<file path="src/rtl/hazard_ctrl.sv">
// Pipeline hazard sequencer: load-use/branch stall-flush control, EX operand forwarding,
// and the data-memory wait handshake with a timeout that latches a sticky error.
module hazard_ctrl #(
  parameter int MEM_TIMEOUT = 16
) (
  input  logic       clk,
  input  logic       rst,
  input  logic [4:0] rs1_d,
  input  logic [4:0] rs2_d,
  input  logic [4:0] rs1_e,
  input  logic [4:0] rs2_e,
  input  logic [4:0] destinationReg_e,
  input  logic       memRead_e,
  input  logic       pcSrc_e,
  input  logic [4:0] destinationReg_m,
  input  logic       regWrite_m,
  input  logic       memAccess_m,
  input  logic [4:0] destinationReg_w,
  input  logic       regWrite_w,
  input  logic       dmem_ready,
  output logic       stall_f,
  output logic       stall_d,
  output logic       stall_x,
  output logic       flush_d,
  output logic       flush_e,
  output logic       flush_w,
  output logic [1:0] forwardA_e,
  output logic [1:0] forwardB_e,
  output logic       dmem_req,
  output logic       mem_err
);

  // Counter must hold MEM_TIMEOUT itself; a zero timeout still needs one bit.
  localparam int CW       = (MEM_TIMEOUT > 0) ? $clog2(MEM_TIMEOUT + 1) : 1;
  localparam int LAST_I   = (MEM_TIMEOUT > 0) ? MEM_TIMEOUT - 1 : 0;
  localparam logic [CW-1:0] CNT_LAST = CW'(LAST_I);
  localparam logic [CW-1:0] CNT_MAX  = {CW{1'b1}};

  // state    | meaning
  // RUN      | normal issue, no memory wait pending
  // MEM_WAIT | data access outstanding, pipeline frozen
  // ERROR    | memory timed out, pipeline frozen until reset
  typedef enum logic [1:0] {
    RUN      = 2'd0,
    MEM_WAIT = 2'd1,
    ERROR    = 2'd2
  } state_t;

  state_t        state_q, state_d;
  logic [CW-1:0] wait_cnt_q, wait_cnt_d;
  logic          mem_err_q, mem_err_d;

  logic mem_stall;
  logic load_use;
  logic timeout_hit;

  assign dmem_req  = memAccess_m && (state_q != ERROR) && !rst;
  assign mem_stall = dmem_req && !dmem_ready;
  assign load_use  = memRead_e && (destinationReg_e != 5'd0) &&
                     ((destinationReg_e == rs1_d) || (destinationReg_e == rs2_d));
  assign timeout_hit = (MEM_TIMEOUT != 0) && mem_stall && (wait_cnt_q == CNT_LAST);
  assign mem_err   = mem_err_q;

  always_ff @(posedge clk) begin
    if (rst) begin
      state_q    <= RUN;
      wait_cnt_q <= '0;
      mem_err_q  <= 1'b0;
    end else begin
      state_q    <= state_d;
      wait_cnt_q <= wait_cnt_d;
      mem_err_q  <= mem_err_d;
    end
  end

  always_comb begin
    state_d    = state_q;
    wait_cnt_d = '0;
    mem_err_d  = mem_err_q;

    // Saturating so a disabled timeout can never wrap back to zero.
    if (mem_stall) begin
      wait_cnt_d = (wait_cnt_q == CNT_MAX) ? wait_cnt_q : wait_cnt_q + CW'(1);
    end

    case (state_q)
      RUN: begin
        if (timeout_hit) begin
          state_d   = ERROR;
          mem_err_d = 1'b1;
        end else if (mem_stall) begin
          state_d = MEM_WAIT;
        end
      end
      MEM_WAIT: begin
        if (timeout_hit) begin
          state_d   = ERROR;
          mem_err_d = 1'b1;
        end else if (!mem_stall) begin
          state_d = RUN;
        end
      end
      ERROR:   state_d = ERROR;
      default: state_d = RUN;
    endcase
  end

  always_comb begin
    forwardA_e = 2'b00;
    forwardB_e = 2'b00;
    if (!rst) begin
      if (regWrite_m && (destinationReg_m != 5'd0) && (destinationReg_m == rs1_e)) begin
        forwardA_e = 2'b10;
      end else if (regWrite_w && (destinationReg_w != 5'd0) && (destinationReg_w == rs1_e)) begin
        forwardA_e = 2'b01;
      end
      if (regWrite_m && (destinationReg_m != 5'd0) && (destinationReg_m == rs2_e)) begin
        forwardB_e = 2'b10;
      end else if (regWrite_w && (destinationReg_w != 5'd0) && (destinationReg_w == rs2_e)) begin
        forwardB_e = 2'b01;
      end
    end
  end

  always_comb begin
    stall_f = 1'b0;
    stall_d = 1'b0;
    stall_x = 1'b0;
    flush_d = 1'b0;
    flush_e = 1'b0;
    flush_w = 1'b0;

    if (rst) begin
      flush_d = 1'b1;
      flush_e = 1'b1;
      flush_w = 1'b1;
    end else if ((state_q == ERROR) || mem_stall) begin
      // A pending branch stays in EX and is honoured on the release cycle.
      stall_f = 1'b1;
      stall_d = 1'b1;
      stall_x = 1'b1;
      flush_w = 1'b1;
    end else if (pcSrc_e) begin
      flush_d = 1'b1;
      flush_e = 1'b1;
    end else if (load_use) begin
      stall_f = 1'b1;
      stall_d = 1'b1;
      flush_e = 1'b1;
    end
  end

endmodule

</file>
<file path="config.mk">
export PLATFORM = sky130hd
export DESIGN_NAME = hazard_ctrl
export DESIGN_NICKNAME = d
export VERILOG_FILES = /design/src/rtl/hazard_ctrl.sv
export SDC_FILE = /design/constraint.sdc
export NUM_CORES = 1
export LEC_CHECK = 0
export CORE_ASPECT_RATIO = 2
export CORE_MARGIN = 2
export CORE_UTILIZATION = 32
export DETAILED_ROUTE_END_ITERATION = 7
export GPL_TIMING_DRIVEN = 0
export MAX_ROUTING_LAYER = met4
export PLACE_DENSITY = 0.76
export SLEW_MARGIN = 20
export SYNTH_ARGS = -nofsm -noshare
export SYNTH_HDL_FRONTEND = slang
export SYNTH_SLANG_ARGS = --single-unit
</file>
<file path="constraint.sdc">
create_clock -name clk -period 2.5 [get_ports clk]
set_input_delay 0.75 -clock clk [delete_from_list [all_inputs] [get_ports clk]]
set_output_delay 0.75 -clock clk [all_outputs]
set_load 0.03 [all_outputs]
</file>
==> impl_metrics.env <==
export IMPL_status="complete, but fails checks"
export IMPL_violations="negative setup slack"
export IMPL_post_place_ws_ns=-1.26
export IMPL_antennaDiodeCount=0
export IMPL_rr_startpoint="state_q[1]$_SDFFE_PP0P_"
export IMPL_ctsHtreeMaxLevel=1
export IMPL_fin_util_pct=67.2
export IMPL_dieWidth_um=40.0
export IMPL_drc=0
export IMPL_syn_nets=147
export IMPL_ys_types=34
export IMPL_num_rows=26
export IMPL_setup_violations=7
export IMPL_rsz0062_at_grt="true"
export IMPL_syn_to_final_growth_pct=103
export IMPL_antenna_found_initial=0
export IMPL_n_fill_cell=207
export IMPL_grt_pass1_vias=1091
export IMPL_required_ns=1.75
export IMPL_crit_type="primary input to output port"
export IMPL_endpoint_kind="output port"
export IMPL_total_power_uw=498
export IMPL_fin_skew_ns=0.00307
export IMPL_synth_avg_cell_area_um2=8.23
export IMPL_routed_wl_um=2850
export IMPL_slowest_delay_ns=0.53
export IMPL_clk_insertion_delay_late_ns=0.23
export IMPL_overflow=0
export IMPL_drtPass1Iterations=4
export IMPL_cts_sinks=8
export IMPL_yosys_warnings=0
export IMPL_nets=216
export IMPL_clk_pin_slew_ns=0.04
export IMPL_ys_ff_latch=8
export IMPL_synth_area_um2=831
export IMPL_vias=995
export IMPL_period_share_pct=117
export IMPL_timing_hold_violations_final=0
export IMPL_ctsHoldBuffers=0
export IMPL_cp_arrival_ns=2.16
export IMPL_wl_per_cell_um=14.6
export IMPL_viasPerCell=5.08
export IMPL_cts_root_buf="clkbuf_8"
export IMPL_io_buffers=54
export IMPL_numCtsBuffers=3
export IMPL_slew_viol_final=0
export IMPL_grt_pass1_wl_um=4510
export IMPL_final_layout_size_suffix_gt1_share_pct=40.5
export IMPL_min_from="mem_err$_SDFFE_PP0P_"
export IMPL_dieArea_um2=3040
export IMPL_clock_path_buffers=2
export IMPL_grt_usage_pct=21.3
export IMPL_synth_flop_cell="dfxtp_1"
export IMPL_startpoint="rst"
export IMPL_cp_common_cell="buf_4"
export IMPL_peakVddDrop_mv=0.158
export IMPL_ys_async_sr_fraction_pct=0
export IMPL_fin_area_um2=1680
export IMPL_grt_max_degree=8
export IMPL_crit_buf_inv=3
export IMPL_rr_worst_depth=5
export IMPL_setup_slack_ns=-0.414
export IMPL_crit_fanout=2
export IMPL_crit_family="simple AND/OR/NAND/NOR gates"
export IMPL_relSlewSlack_pct=77.1
export IMPL_mostFrequentLayoutCell="xor2_1"
export IMPL_start_util_pct=33.2
export IMPL_max_freq_mhz=343
export IMPL_cts_tree="yes"
export IMPL_postPlaceCellArea_um2=1460
export IMPL_maxCapViolCount=0
export IMPL_leakagePower_nw=0.754
export IMPL_dpl_hpwl_um=2250
export IMPL_seq_area_frac_synth_pct=19.3
export IMPL_drtAntennaViolNets=0
export IMPL_synth_edf_count=0
export IMPL_worst_pin_slew_ns=0.341
export IMPL_synthCells=101
export IMPL_hold_depth=2
export IMPL_power_density_nw_per_um2=296
export IMPL_hold_path_class="flip-flop to flip-flop"
export IMPL_cp_depth=7
export IMPL_cp_slowest_cell="or4_4"
export IMPL_drtIter0Drc=13
export IMPL_period_minus_slack_ns=2.91
export IMPL_fp_coreArea_um2=2500
export IMPL_pin_count=55
export IMPL_crit_path_start_kind="primary input"
export IMPL_die_h_um=76.1
export IMPL_final_cell_mix="21 x xor2_1, 19 x dlygate4sd2_1, 13 x buf_6, 12 x buf_4"
export IMPL_gp_congestion=0.811
export IMPL_path_cells="buf_8, nor2b_4, o21ai_2, buf_4, or4_4, nor4_4, buf_4"
==> area by class of cell <==
| cell class | instances | area, µm² | share of cell area [%] |
|---|---|---|---|
| buffer | 2 | 25.0 | 1.49 |
| inverter | 3 | 11.3 | 0.669 |
| sequential | 8 | 160 | 9.51 |
| multi-input combinational | 87 | 810 | 48.1 |
| clock buffer | 3 | 41.3 | 2.45 |
| tap | 28 | 35.0 | 2.08 |
| timing repair buffer | 65 | 602 | 35.7 |
==> through the flow <==
stage	cells	TNS [ns]	hold slack, ns
after floorplan	101	-0.863	0.429
after global placement	183	-10.74	0.438
after detailed placement	183	-10.71	0.440
after CTS	192	-1.99	0.444
after global routing	196	-1.97	0.473
final	196	-1.70	0.443
==> registers in the layout, summed over array words and instances (netlist names) <==
register    count
mem_err         1
state_q         2
wait_cnt_q      5
==> routing by layer <==
metal / track usage, % / wire length [µm] / vias to the layer above
met5: - / 0 / -
met4: 12.4 / 97 / 0
met3: 2.33 / 163 / 11
met2: 36.3 / 1650 / 53
met1: 20.8 / 940 / 446
li1: - / - / 485
==> power by group <==
part	switching (mW)	internal, mW
registers	0.00145	0.130
logic	0.103	0.113
clock network	0.0472	0.104
total	0.151	0.347
==> final timing paths <==
check,end,slack (ns)
max,forwardB_e[0],-0.41
min,mem_err$_SDFFE_PP0P_,0.44
max reg2reg,state_q[1]$_SDFFE_PP0P_,0.73
min reg2reg,mem_err$_SDFFE_PP0P_,0.44
==> synth_stat cells, types with 2 or more instances <==
| master | n | area (µm²) |
|---|---|---|
| a21oi_1 | 3 | 15.0 |
| dfxtp_1 | 8 | 160 |
| ha_1 | 3 | 37.5 |
| inv_1 | 2 | 7.51 |
| nand2_1 | 2 | 7.51 |
| nand3_1 | 2 | 10.0 |
| nor2_1 | 9 | 33.8 |
| nor2b_1 | 2 | 12.5 |
| nor3_1 | 6 | 30.0 |
| nor4_1 | 4 | 25.0 |
| o21ai_0 | 2 | 10.0 |
| or4_1 | 5 | 37.5 |
| xnor2_1 | 11 | 96.3 |
| xor2_1 | 22 | 193 |
==> worst reg2reg max path, delay by kind of cell (launching register included) <==
family	cells	cell delay, ns
flip-flops	1	0.33
buffers and inverters	1	0.18
AO/OA/AOI/OAI	1	0.16
AND/OR/NAND/NOR	3	1.04
==> repair_timing <==
action,CTS,global route
pin swaps,21,18
resized for setup,152,51
endpoints found under the setup margin,11,10
buffers inserted,7,4
==> cell families (layout without fill, tap and decap cells) <==
logic type                 Yosys count  in the layout  synth area share, %
and+or+nand+nor                     39             39                 28.0
muxes                                1              1                 1.20
DFF                                  8              8                 19.3
AOI/OAI and AO/OA                   11             11                 8.13
adders and majority gates            3              3                 4.52
xor gates and xnor gates            33             33                 34.8
buffers and inverters                6             73                 4.07
Power figures use the tool's default switching activity.
